==> src/rtl/ctrl_pkg.sv <==
// Shared encodings for the multicycle control FSM: opcodes, R-type functs, ALU F codes,
// FSM state and ALU-op types. The optional bne support is enabled with the BNE_EN macro.
package ctrl_pkg;

  localparam logic [5:0] OP_RTYPE = 6'b000000;
  localparam logic [5:0] OP_LW    = 6'b100011;
  localparam logic [5:0] OP_SW    = 6'b101011;
  localparam logic [5:0] OP_BEQ   = 6'b000100;
  localparam logic [5:0] OP_BNE   = 6'b000101;
  localparam logic [5:0] OP_ADDI  = 6'b001000;
  localparam logic [5:0] OP_J     = 6'b000010;

  localparam logic [5:0] FUNCT_ADD = 6'b100000;
  localparam logic [5:0] FUNCT_SUB = 6'b100010;
  localparam logic [5:0] FUNCT_AND = 6'b100100;
  localparam logic [5:0] FUNCT_OR  = 6'b100101;
  localparam logic [5:0] FUNCT_SLT = 6'b101010;

  localparam logic [2:0] ALU_AND = 3'b000;
  localparam logic [2:0] ALU_OR  = 3'b001;
  localparam logic [2:0] ALU_ADD = 3'b010;
  localparam logic [2:0] ALU_SUB = 3'b110;
  localparam logic [2:0] ALU_SLT = 3'b111;

  // S_BNEEX is only reachable when BNE_EN is defined; S_IDLE only when reset skips FETCH.
  typedef enum logic [3:0] {
    S_FETCH   = 4'd0,
    S_DECODE  = 4'd1,
    S_MEMADR  = 4'd2,
    S_MEMRD   = 4'd3,
    S_MEMWB   = 4'd4,
    S_MEMWR   = 4'd5,
    S_RTYPEEX = 4'd6,
    S_RTYPEWB = 4'd7,
    S_BEQEX   = 4'd8,
    S_ADDIEX  = 4'd9,
    S_ADDIWB  = 4'd10,
    S_JEX     = 4'd11,
    S_BNEEX   = 4'd12,
    S_IDLE    = 4'd13
  } state_t;

  typedef enum logic [1:0] {
    ALUOP_ADD   = 2'b00,
    ALUOP_SUB   = 2'b01,
    ALUOP_FUNCT = 2'b10
  } aluop_t;

  function automatic logic isMemOp(input logic [5:0] opcode);
    return (opcode == OP_LW) || (opcode == OP_SW);
  endfunction

endpackage

==> src/rtl/mc_controller_alu_dec.sv <==
// ALU decoder: maps (aluop, funct) to the 3-bit ALU F code.
// funct_illegal_o flags an unsupported funct regardless of aluop so DECODE can report it early.
module alu_dec
  import ctrl_pkg::*;
(
  input  aluop_t      aluop_i,
  input  logic [5:0]  funct_i,
  output logic [2:0]  alucontrol_o,
  output logic        funct_illegal_o
);

  logic [2:0] functCode;

  always_comb begin
    functCode       = ALU_ADD;
    funct_illegal_o = 1'b0;
    case (funct_i)
      FUNCT_ADD: functCode = ALU_ADD;
      FUNCT_SUB: functCode = ALU_SUB;
      FUNCT_AND: functCode = ALU_AND;
      FUNCT_OR:  functCode = ALU_OR;
      FUNCT_SLT: functCode = ALU_SLT;
      default:   funct_illegal_o = 1'b1;
    endcase
  end

  always_comb begin
    alucontrol_o = ALU_ADD;
    case (aluop_i)
      ALUOP_SUB:   alucontrol_o = ALU_SUB;
      ALUOP_FUNCT: alucontrol_o = functCode;
      default:     alucontrol_o = ALU_ADD;
    endcase
  end

endmodule

==> src/rtl/mc_controller.sv <==
// Multicycle main-control FSM: sequences fetch/decode/execute/memory/writeback and drives
// datapath enables and selects. Define BNE_EN to add bne support (BNEEX state).
module mc_controller
  import ctrl_pkg::*;
#(
  parameter logic RESET_STATE_FETCH = 1'b1
) (
  input  logic       clk,
  input  logic       reset,
  input  logic [5:0] op,
  input  logic [5:0] funct,
  input  logic       zero,
  input  logic       mem_ready,
  output logic       mem_req,
  output logic       iord,
  output logic       memwrite,
  output logic       irwrite,
  output logic       regdst,
  output logic       memtoreg,
  output logic       regwrite,
  output logic       alusrca,
  output logic [1:0] alusrcb,
  output logic [1:0] pcsrc,
  output logic       pcen,
  output logic [2:0] alucontrol,
  output logic       illegal_op
);

  localparam state_t RESET_STATE = (RESET_STATE_FETCH != 1'b0) ? S_FETCH : S_IDLE;

  state_t state_q;
  state_t state_d;
  aluop_t aluOp;
  logic   functIllegal;
  logic   opLegal;

  alu_dec u_alu_dec (
    .aluop_i        (aluOp),
    .funct_i        (funct),
    .alucontrol_o   (alucontrol),
    .funct_illegal_o(functIllegal)
  );

  always_ff @(posedge clk or posedge reset) begin
    if (reset) state_q <= RESET_STATE;
    else       state_q <= state_d;
  end

  always_comb begin
    opLegal = 1'b0;
    case (op)
      OP_RTYPE, OP_LW, OP_SW, OP_BEQ, OP_ADDI, OP_J: opLegal = 1'b1;
`ifdef BNE_EN
      OP_BNE: opLegal = 1'b1;
`endif
      default: opLegal = 1'b0;
    endcase
  end

  always_comb begin
    state_d = state_q;
    case (state_q)
      S_IDLE:   state_d = S_FETCH;
      S_FETCH:  if (mem_ready) state_d = S_DECODE;
      S_DECODE: begin
        if (isMemOp(op)) begin
          state_d = S_MEMADR;
        end else begin
          case (op)
            OP_RTYPE: state_d = S_RTYPEEX;
            OP_BEQ:   state_d = S_BEQEX;
            OP_ADDI:  state_d = S_ADDIEX;
            OP_J:     state_d = S_JEX;
`ifdef BNE_EN
            OP_BNE:   state_d = S_BNEEX;
`endif
            default:  state_d = S_FETCH;
          endcase
        end
      end
      S_MEMADR:  state_d = (op == OP_SW) ? S_MEMWR : S_MEMRD;
      S_MEMRD:   if (mem_ready) state_d = S_MEMWB;
      S_MEMWR:   if (mem_ready) state_d = S_FETCH;
      S_RTYPEEX: state_d = S_RTYPEWB;
      S_ADDIEX:  state_d = S_ADDIWB;
      S_MEMWB, S_RTYPEWB, S_ADDIWB, S_BEQEX, S_BNEEX, S_JEX: state_d = S_FETCH;
      default:   state_d = S_FETCH;
    endcase
  end

  // Moore decode of state; pcen also follows mem_ready/zero combinationally.
  // Reset overrides everything so mem_req drops the instant reset rises.
  always_comb begin
    mem_req    = 1'b0;
    iord       = 1'b0;
    memwrite   = 1'b0;
    irwrite    = 1'b0;
    regdst     = 1'b0;
    memtoreg   = 1'b0;
    regwrite   = 1'b0;
    alusrca    = 1'b0;
    alusrcb    = 2'b00;
    pcsrc      = 2'b00;
    pcen       = 1'b0;
    illegal_op = 1'b0;
    aluOp      = ALUOP_ADD;
    case (state_q)
      S_FETCH: begin
        mem_req = 1'b1;
        alusrcb = 2'b01;
        irwrite = mem_ready;
        pcen    = mem_ready;
      end
      S_DECODE: begin
        alusrcb    = 2'b11;
        illegal_op = ~opLegal | ((op == OP_RTYPE) & functIllegal);
      end
      S_MEMADR: begin
        alusrca = 1'b1;
        alusrcb = 2'b10;
      end
      S_MEMRD: begin
        mem_req = 1'b1;
        iord    = 1'b1;
      end
      S_MEMWB: begin
        memtoreg = 1'b1;
        regwrite = 1'b1;
      end
      S_MEMWR: begin
        mem_req  = 1'b1;
        iord     = 1'b1;
        memwrite = 1'b1;
      end
      S_RTYPEEX: begin
        alusrca = 1'b1;
        aluOp   = ALUOP_FUNCT;
      end
      S_RTYPEWB: begin
        regdst   = 1'b1;
        regwrite = 1'b1;
      end
      S_BEQEX, S_BNEEX: begin
        alusrca = 1'b1;
        aluOp   = ALUOP_SUB;
        pcsrc   = 2'b01;
        pcen    = (state_q == S_BNEEX) ? ~zero : zero;
      end
      S_ADDIEX: begin
        alusrca = 1'b1;
        alusrcb = 2'b10;
      end
      S_ADDIWB: regwrite = 1'b1;
      S_JEX: begin
        pcsrc = 2'b10;
        pcen  = 1'b1;
      end
      default: ;
    endcase
    if (reset) begin
      mem_req    = 1'b0;
      iord       = 1'b0;
      memwrite   = 1'b0;
      irwrite    = 1'b0;
      regdst     = 1'b0;
      memtoreg   = 1'b0;
      regwrite   = 1'b0;
      alusrca    = 1'b0;
      alusrcb    = 2'b00;
      pcsrc      = 2'b00;
      pcen       = 1'b0;
      illegal_op = 1'b0;
      aluOp      = ALUOP_ADD;
    end
  end

endmodule
==> config.mk <==
export PLATFORM = sky130hd
export DESIGN_NAME = mc_controller
export DESIGN_NICKNAME = d
export VERILOG_FILES = /design/src/rtl/ctrl_pkg.sv /design/src/rtl/mc_controller_alu_dec.sv /design/src/rtl/mc_controller.sv
export SDC_FILE = /design/constraint.sdc
export NUM_CORES = 1
export LEC_CHECK = 0
export BUFFER_PORTS_ARGS = -buffer_cell sky130_fd_sc_hd__buf_4
export CAP_MARGIN = 20
export CORE_MARGIN = 4
export CORE_UTILIZATION = 47
export CTS_CLUSTER_DIAMETER = 100
export CTS_CLUSTER_SIZE = 8
export DETAILED_ROUTE_END_ITERATION = 10
export PLACE_DENSITY = 0.83
export SLEW_MARGIN = 20
export SYNTH_ARGS = -nofsm -noshare
export SYNTH_HDL_FRONTEND = slang
export SYNTH_SLANG_ARGS = --single-unit
==> constraint.sdc <==
create_clock -name clk -period 2.2 [get_ports clk]
set_input_delay 0.22 -clock clk [delete_from_list [all_inputs] [get_ports clk]]
set_output_delay 0.22 -clock clk [all_outputs]
set_load 0.1 [all_outputs]
* Word-level counts from Yosys, hierarchy flattened
Index checks and enable logic that the tools add are counted.
** Operators by class
- $mul :: 0
- Reductions and logical operators :: 12
- Magnitude comparators :: 0
- Divide/modulo/power cells :: 0
- Shift-type cells :: 0
- Bitwise gates (word level) :: 4
- Multiplexer cells :: 38
- $add $sub $neg :: 0
- Eq/ne operators :: 27
** Operator list (number)
- equality test 6 bit, second input constant :: 7
- one-hot mux 4 bit (7 select lines) :: 1
- two-way mux 1 bit :: 22
- equality test 4 bit, second input constant :: 5
- equality test 4 x 3 -> 1 bit, second input constant :: 4
- two-way mux 4 bit :: 4
- one-hot mux 4 bit (4 select lines) :: 1
- one-hot mux 3 bit (4 select lines) :: 1
- OR reduction 5 bit :: 2
- equality test 4 x 2 -> 1 bit, second input constant :: 2
- one-hot mux 2 bit (2 select lines) :: 2
- equality test 6 x 2 -> 1 bit, second input constant :: 1
- equality test 6 x 3 -> 1 bit, second input constant :: 1
- equality test 6 x 4 -> 1 bit, second input constant :: 1
- logical NOT 6 bit :: 1
- two-way mux 2 bit :: 3
- != test 2 bit, second input constant :: 3
- one-hot mux 2 bit (3 select lines) :: 1
- one-hot mux 3 bit (2 select lines) :: 1
- OR reduction 2 bit :: 3
- OR reduction 3 bit :: 2
- OR reduction 6 bit :: 1
- equality test 4 x 1 -> 1 bit, second input constant :: 1
- logical NOT 4 bit :: 1
- other kinds (9) :: 10
** Storage, ports and cells
- Bits in read-only memories :: 0
- Memories :: 0
- Bits in latches :: 0
- Register bits :: 4
- Memory bits (writable) :: 0
- Output and inout bits :: 17
- Logic and storage cells :: 82

* Longest topological paths before layout
Gate-level depths: netlist of the first run.
- Depth in word-level cells :: 7
- Depth in mapped cells :: 8
- Mapped depth without buffers :: 6

* Hierarchy
Synthesis of the first run repeated with hierarchy kept, for this count alone.
** Second synthesis, totals
- Cell total of the unflattened synthesis :: 97
- Area, all modules :: 713.2 µm²
** Modules (own cells, without submodules)
- mc_controller :: sequential area each 100.1 µm², area each 570.5 µm², instances 1, cells each 79
- alu_dec :: sequential area each 0.0 µm², area each 142.6 µm², instances 1, cells each 18

* Least setup slack after synthesis of the first run
Ideal clock, no wire load.
- Path type :: reg-to-output
- From :: register state_q[3]
- To :: output port pcsrc[1]
- Setup slack :: -1.791 ns
- Data arrival time :: 3.771 ns
- Cell stages (with the launch flop) :: 5
- Required time :: 1.980 ns
- Cell sequence :: dfrtp_1 > buf_2 > clkbuf_1 > inv_1 > nor4_1
** On the way
- Cells in the longest elaborated chain, start to end :: 4
** Ends and longest elaborated chain
- start: declaration :: line mc_controller.sv:31 : state_t state_q;
- start signal: assignment :: line mc_controller.sv:46 : else state_q <= state_d;
- equality test 4 bit :: line mc_controller.sv:107 : case (state_q)
- OR reduction 2 bit :: line mc_controller.sv:107
- one-hot mux 2 bit (2 select lines) * :: line mc_controller.sv:107
- two-way mux 2 bit * :: line mc_controller.sv:160 : if (reset) begin
- end: declaration :: line mc_controller.sv:23 : output logic [1:0] pcsrc,
Every way passes the cells marked *; elsewhere a longest branch is shown, timed or not.

* Worst setup path in the final report of the first run
- From :: register state_q[0]
- To :: output port alucontrol[1]
** On the way
- Cells in the longest elaborated chain, start to end :: 6
** Ends and longest elaborated chain
- equality test 4 bit :: line mc_controller.sv:107
- OR reduction 2 bit :: line mc_controller.sv:107
- one-hot mux 2 bit (2 select lines) * :: line mc_controller.sv:107
- two-way mux 2 bit * :: line mc_controller.sv:160
- equality test 2 bit or equality test 2 x 1 -> 1 bit (tied branches) :: line mc_controller_alu_dec.sv:29 : case (aluop_i)
- one-hot mux 3 bit (2 select lines) * :: line mc_controller_alu_dec.sv:29
- end: declaration :: line mc_controller.sv:25 : output logic [2:0] alucontrol,
Marks and branches as above.

==> results of run 1 <==
kinds of logic after synthesis:
family	Yosys count	share of synthesized area [%]
adder cells (fa/ha/maj)	3	4.57
multiplexers	3	4.08
buffers and inverters	15	9.97
flip-flops	4	13.1
AND/OR/NAND/NOR	55	40.5
XOR/XNOR	3	3.43
AO/OA/AOI/OAI	27	24.3
cells in the final DEF (no fill, tap or decap), types with 2 or more instances in the layout:
cell type,netlist,layout
inv_1,4,2
buf_6,2,3
inv_2,1,2
dfrtp_1,4,4
a31oi_1,3,2
buf_4,0,35
o21ai_0,3,3
o32ai_1,2,2
nor2_2,0,2
xor2_1,3,3
a21oi_1,8,6
nor3_1,5,2
nand2_1,10,9
mux2i_1,2,2
nand2b_1,7,7
and3_1,3,3
a21oi_2,0,2
nor3_2,0,2
nand3_1,6,5
nor2b_1,3,3
nor4_4,0,2
ha_4,0,2
clkbuf_4,0,3
o22ai_1,2,2
nor2_1,8,5
nor3b_1,3,3
worst min-delay path, delay by kind of cell:
family	cells	cell delay [ns]
and+or+nand+nor	1	0.04
buffers and inverters	1	0.10
AOI/OAI and AO/OA	2	0.18
repair_timing:
action                                 in CTS  in global routing
resized for setup                           5                  5
buffers inserted                            1                  0
gates cloned                                0                  0
endpoints found under the hold margin       4                  0
setup endpoints to repair                   3                  4
hold buffers                                1                  0
pin swaps                                   3                  1
layout make-up:
cell class / count / area (µm²)
Timing Repair Buffer: 41 / 342
Sequential cell: 4 / 100
Inverter: 5 / 22.5
Multi-Input combinational cell: 91 / 751
Tap cell: 16 / 20.0
Clock buffer: 3 / 22.5
Fill cell: 102 / 267
through the flow:
step | instances | setup WS [ns] | cell area [µm²] | power, µW | setup TNS [ns]
2_1_floorplan | 110 | -0.202 | 928 | 815 | -0.763
3_3_place_gp | 155 | 0.213 | 1180 | 964 | 0
3_5_place_dp | 155 | 0.189 | 1180 | 977 | 0
4_1_cts | 160 | -0.0149 | 1240 | 1090 | -0.0149
5_1_grt | 160 | -0.0232 | 1260 | 1180 | -0.0232
6_report | 160 | 0.00207 | 1260 | 1120 | 0
power by group through the flow:
stage	clock network [µW]	logic (µW)	registers [µW]
floorplan	0	710	105
global placement	0	851	112
detailed placement	0	862	115
CTS	96.7	884	112
global route	107	956	115
finish	98.1	903	115
metal layers:
layer | wire length (µm) | up-vias | track usage (%)
met5 | 0 | - | 0
met4 | 138 | 0 | 13.8
met3 | 194 | 19 | 4.60
met2 | 1270 | 59 | 40.7
met1 | 1030 | 462 | 25.4
li1 | - | 478 | -
worst paths after layout:
kind                                         from                      to  slack [ns]
max                        state_q[0]$_DFFE_PP0P_           alucontrol[1]       0.002
min                                         op[4]  state_q[3]$_DFFE_PP0P_        0.35
max reg2reg                state_q[2]$_DFFE_PP0P_  state_q[0]$_DFFE_PP0P_        0.83
min reg2reg                state_q[3]$_DFFE_PP0P_  state_q[0]$_DFFE_PP0P_        0.77
max in group asynchronous                   reset  state_q[2]$_DFFE_PP0P_        1.42
min in group asynchronous                   reset  state_q[3]$_DFFE_PP0P_        0.59
==> results by group, run 1 <==
Timing
  – Worst hold slack: 0.347 ns
  – Setup violations, final: 0
  – Clock skew: 0.00254 ns
  – Final hold vios: 0
  – Max-slew violation count: 0
  – Min Tclk post-route: 2.20 ns
  – Slew HR: 71.0%
  – Fmax: ~0.45 GHz
  – Final period util: roughly 100%
  – Worst-margin pin slew: approximately 0.43 ns
  – Unrepaired setup endpoints after global routing: yes

Logic synthesis
  – Synthesized flop and latch total: 4
  – Yosys cell types: 42
  – Top-count cell post-synth: nand2_1
  – Synth top area cells: dfrtp_1, nand2b_1, a21oi_1, nand2_1, nand3_1
  – Top cell type by total area after synthesis: dfrtp_1
  – Async SR Flop Fraction: 100%
  – Synth top area share: about an eighth
  – Post-Syn Area per Cell: 6.96 µm²
  – Mapped Area: between 700 and 800 µm²
  – Dominant synthesized flop cell: dfrtp_1
  – Commonest cells in the netlist: nand2_1, a21oi_1, nor2_1
  – Syn Inst Count: 110
  – Synthesized net count: around 130
  – Yosys warns: 0
  – Number of enable flip-flop cells after synthesis: 0
  – Seq/Total Area, Yosys: 13.1%

Job
  – MaxCap Viol Count: 0

Drt
  – First-pass iteration count of the detailed router: 4
  – Overall routed net length: approximately 2.6 mm
  – Antenna-violating nets left: 0
  – Routed vias/inst: 6.36
  – DRC viols: 0
  – Vias: 1018
  – DRT iter0 DRCs: 40
  – DR WL/cell: between 15 and 20 µm

Run status
  – Status: completed

GRT
  – GRT overflow: 0
  – First-pass GRT wire length: roughly 4.5 mm
  – Total Routing Usage GR: between 20% and 30%
  – Initial antenna violation count: 0
  – Largest net degree at the start of global routing: 16
  – Vias in the first global route: between 1000 and 1500

Finish
  – Biggest register: state_q
  – Layout cells sized above 1: between 40% and 50%
  – Biggest registers after layout: state_q (4)
  – Post-Route Utilization: 82.5%
  – Max reg flops: 4
  – Nets@finish: around 160
  – Area Overhead vs Synth: 64.2%
  – Ant. Diodes: 0

Critical path
  – Worst reg2reg path depth: 4
  – Critical path data required time: 1.98 ns
  – Crit path DAT: roughly 2 ns
  – CP Capture Type: output port
  – Worst path depth: 4
  – Worst-path fanout max: 4
  – WP buf/inv: 1
  – CP delay by family, top: simple AND/OR/NAND/NOR gates
  – Startpoint types: flop
  – CP Class: flop to output port
  – Crit-path slowest cell: or4b_4
  – CP peak stage delay: 0.58 ns
  – Crit path cell chain: or4b_4 > ha_4 > a211o_4 > buf_12

Floorplanning
  – Die width: about 48 µm
  – DIE AREA: 2340 µm²
  – Initial Utilization: 50.2%
  – Rows: 14
  – Total core area: ~1500 µm²
  – Die Span Y: roughly 48 µm
  – Io pins: 33

Worst hold path
  – Hold Crit Class: primary input to flop
  – Hold Path Depth: 4

CTS
  – Root Buffer: clkbuf_4
  – H-tree levels: 1
  – Cts bufs inserted: 3
  – CTS tree: yes
  – CTS max path bufs: 2
  – Clock transition at path regs: 0.04 ns
  – Clock Latency Late Sink: around 0.25 ns
  – Clock Sinks: 4

Place
  – Hpwl dp: about 2 mm
  – GP Congestion: around 0.83
  – PortBufs: 32

Power and ir drop
  – Net switching power: ~700 µW
  – P_int: 433 µW
  – Switching part of the total power: slightly above 60%
  – Power per cell area: between 800 and 900 nW/µm²
  – Clk pwr share: 8.8%
  – P_leak: 0.000516 µW
  – Peak supply drop: between 600 and 700 µV
  – Sequential power share: slightly above 10%
  – Combinational share of power: about four fifths
No activity file was read; power rests on OpenSTA's default activity.
==> run 2: changes to the inputs <==
GPL_ROUTABILITY_DRIVEN = 0   (was unset)
SETUP_SLACK_MARGIN = 0.02   (was unset)
==> results by group, run 2 (synthesis results as in run 1) <==
Run status
  – Status: completed

Critical path
  – Crit-path slowest cell: dfrtp_1
  – Startpoint types: flop
  – Crit path cell chain: buf_4 > nor3_2 > nand3_2 > inv_2 > ha_4 > a211o_4 > buf_12
  – Critical path data required time: between 1.5 and 2 ns
  – CP Capture Type: output port
  – CP delay by family, top: buffers and inverters
  – R2R Setup Slk: roughly 0.86 ns
  – Worst-path fanout max: 3
  – Crit path DAT: about 1.9 ns
  – CP Class: flop to output port
  – WP buf/inv: 3
  – CP peak stage delay: approximately 0.39 ns

Finish
  – Max reg flops: 4
  – Area Overhead vs Synth: 65.9%
  – Nets@finish: around 170
  – Biggest register: state_q
  – Finished Cell Area: around 1300 µm²
  – Most common cell after layout, fill and taps aside: buf_4
  – Cell Count, Final, Fillers Out: 161
  – Layout cells sized above 1: 48.3%
  – Biggest registers after layout: state_q (4)
  – Commonest non-fill, non-tap cells in the layout: buf_4, nand2_1, nand2b_1
  – Ant. Diodes: 0

GRT
  – Vias in the first global route: around 1000
  – Initial antenna violation count: 0
  – GRT overflow: 0
  – Total Routing Usage GR: around a quarter
  – Largest net degree at the start of global routing: 16
  – First-pass GRT wire length: approximately 4.5 mm

Place
  – Placed inst area: roughly 1200 µm²
  – Hpwl dp: slightly below 2 mm
  – PortBufs: 32
  – Dpl ws: approximately 0.19 ns
  – Placed insts: 155

Timing
  – Sum Neg Setup Slack: 0 ns
  – Setup violations, final: 0
  – Setup ws final: roughly 0.06 ns
  – Min Tclk post-route: between 2 and 2.5 ns
  – Unrepaired setup endpoints after global routing: yes
  – Slew HR: a little under three quarters
  – Clock skew: a little over 0.0008 ns
  – Final hold vios: 0
  – Fmax: ~0.47 GHz
  – Max-slew violation count: 0
  – Worst-margin pin slew: around 0.43 ns
  – Final period util: approximately 97%

Floorplanning
  – Die Span Y: just under 50 µm
  – Rows: 14
  – Die width: between 40 and 50 µm
  – Io pins: 33
  – Total core area: between 1500 and 2000 µm²
  – Initial Utilization: 50.2%
  – DIE AREA: 2340 µm²

Drt
  – Routed vias/inst: approximately 6.3
  – Overall routed net length: between 2 and 3 mm
  – DRT iter0 DRCs: 37
  – DRC viols: 0
  – Vias: 1017
  – Antenna-violating nets left: 0
  – First-pass iteration count of the detailed router: 4
  – DR WL/cell: about 17 µm

CTS
  – Clock Latency Late Sink: 0.24 ns
  – CTS max path bufs: 2
  – Clock transition at path regs: about 0.04 ns
  – Cts bufs inserted: 3
  – Root Buffer: clkbuf_4
  – H-tree levels: 1
  – CTS tree: yes
  – Clock Sinks: 4

Job
  – MaxCap Viol Count: 0

Power and ir drop
  – P_leak: between 0.0005 and 0.0006 µW
  – Total power: roughly 1100 µW
  – Peak supply drop: between 600 and 700 µV
  – Power per cell area: ~890 nW/µm²

Worst hold path
  – Hold Crit Class: primary input to flop
## run 2: changes by cell type in the layout (fill, tap and decap cells not counted), sizes merged
cell and change:
buf +1
## run 2: through the flow
stage                     utilization [%]  hold slack [ns]
after floorplan                         -            0.234
after global placement               77.3            0.225
after detailed placement             77.3            0.239
after CTS                            82.3            0.339
after global routing                 83.3            0.345
final                                83.3            0.349
## run 2: timing repair
action / 4_1_cts / 5_1_grt
endpoints found under the setup margin: 4 / 5
buffers inserted: 2 / 0
pin swaps: 4 / 2
endpoints found under the hold margin: 4 / 0
gates cloned: 0 / 0
hold buffers: 1 / 0
resized for setup: 7 / 4
## run 2: per-layer routing
layer / global-route usage [%] / routed length, µm / vias to the layer above
met5: 0 / 0 / -
li1: - / - / 478
met1: 25.9 / 1020 / 464
met4: 13.8 / 141 / 0
met3: 4.60 / 205 / 18
met2: 40.4 / 1310 / 57
## run 2: worst paths after layout
check,start,end,cells after the start
hold / removal,op[0],state_q[0]$_DFFE_PP0P_,4
max in group asynchronous,reset,state_q[2]$_DFFE_PP0P_,3
min in group asynchronous,reset,state_q[1]$_DFFE_PP0P_,3
setup / recovery,state_q[0]$_DFFE_PP0P_,alucontrol[1],7
setup reg to reg,state_q[2]$_DFFE_PP0P_,state_q[0]$_DFFE_PP0P_,4
hold reg to reg,state_q[3]$_DFFE_PP0P_,state_q[0]$_DFFE_PP0P_,2
## run 2: worst min-delay path, cell delays in order
cell and delay [ns]:
buf_4 0.11, nor2_1 0.05, nand3_1 0.07, o22ai_1 0.08
## run 2: final cells by class
cell class                 instances  area, µm²
clock buffer                       3       22.5
fill                             100        254
inverter                           5       22.5
multi-input combinational         91        751
sequential                         4        100
tap                               16       20.0
timing repair buffer              42        354
## run 2: power by group
part | internal, µW | switching [µW]
registers | 92.4 | 18.7
clock network | 61.3 | 34.6
logic | 289 | 633
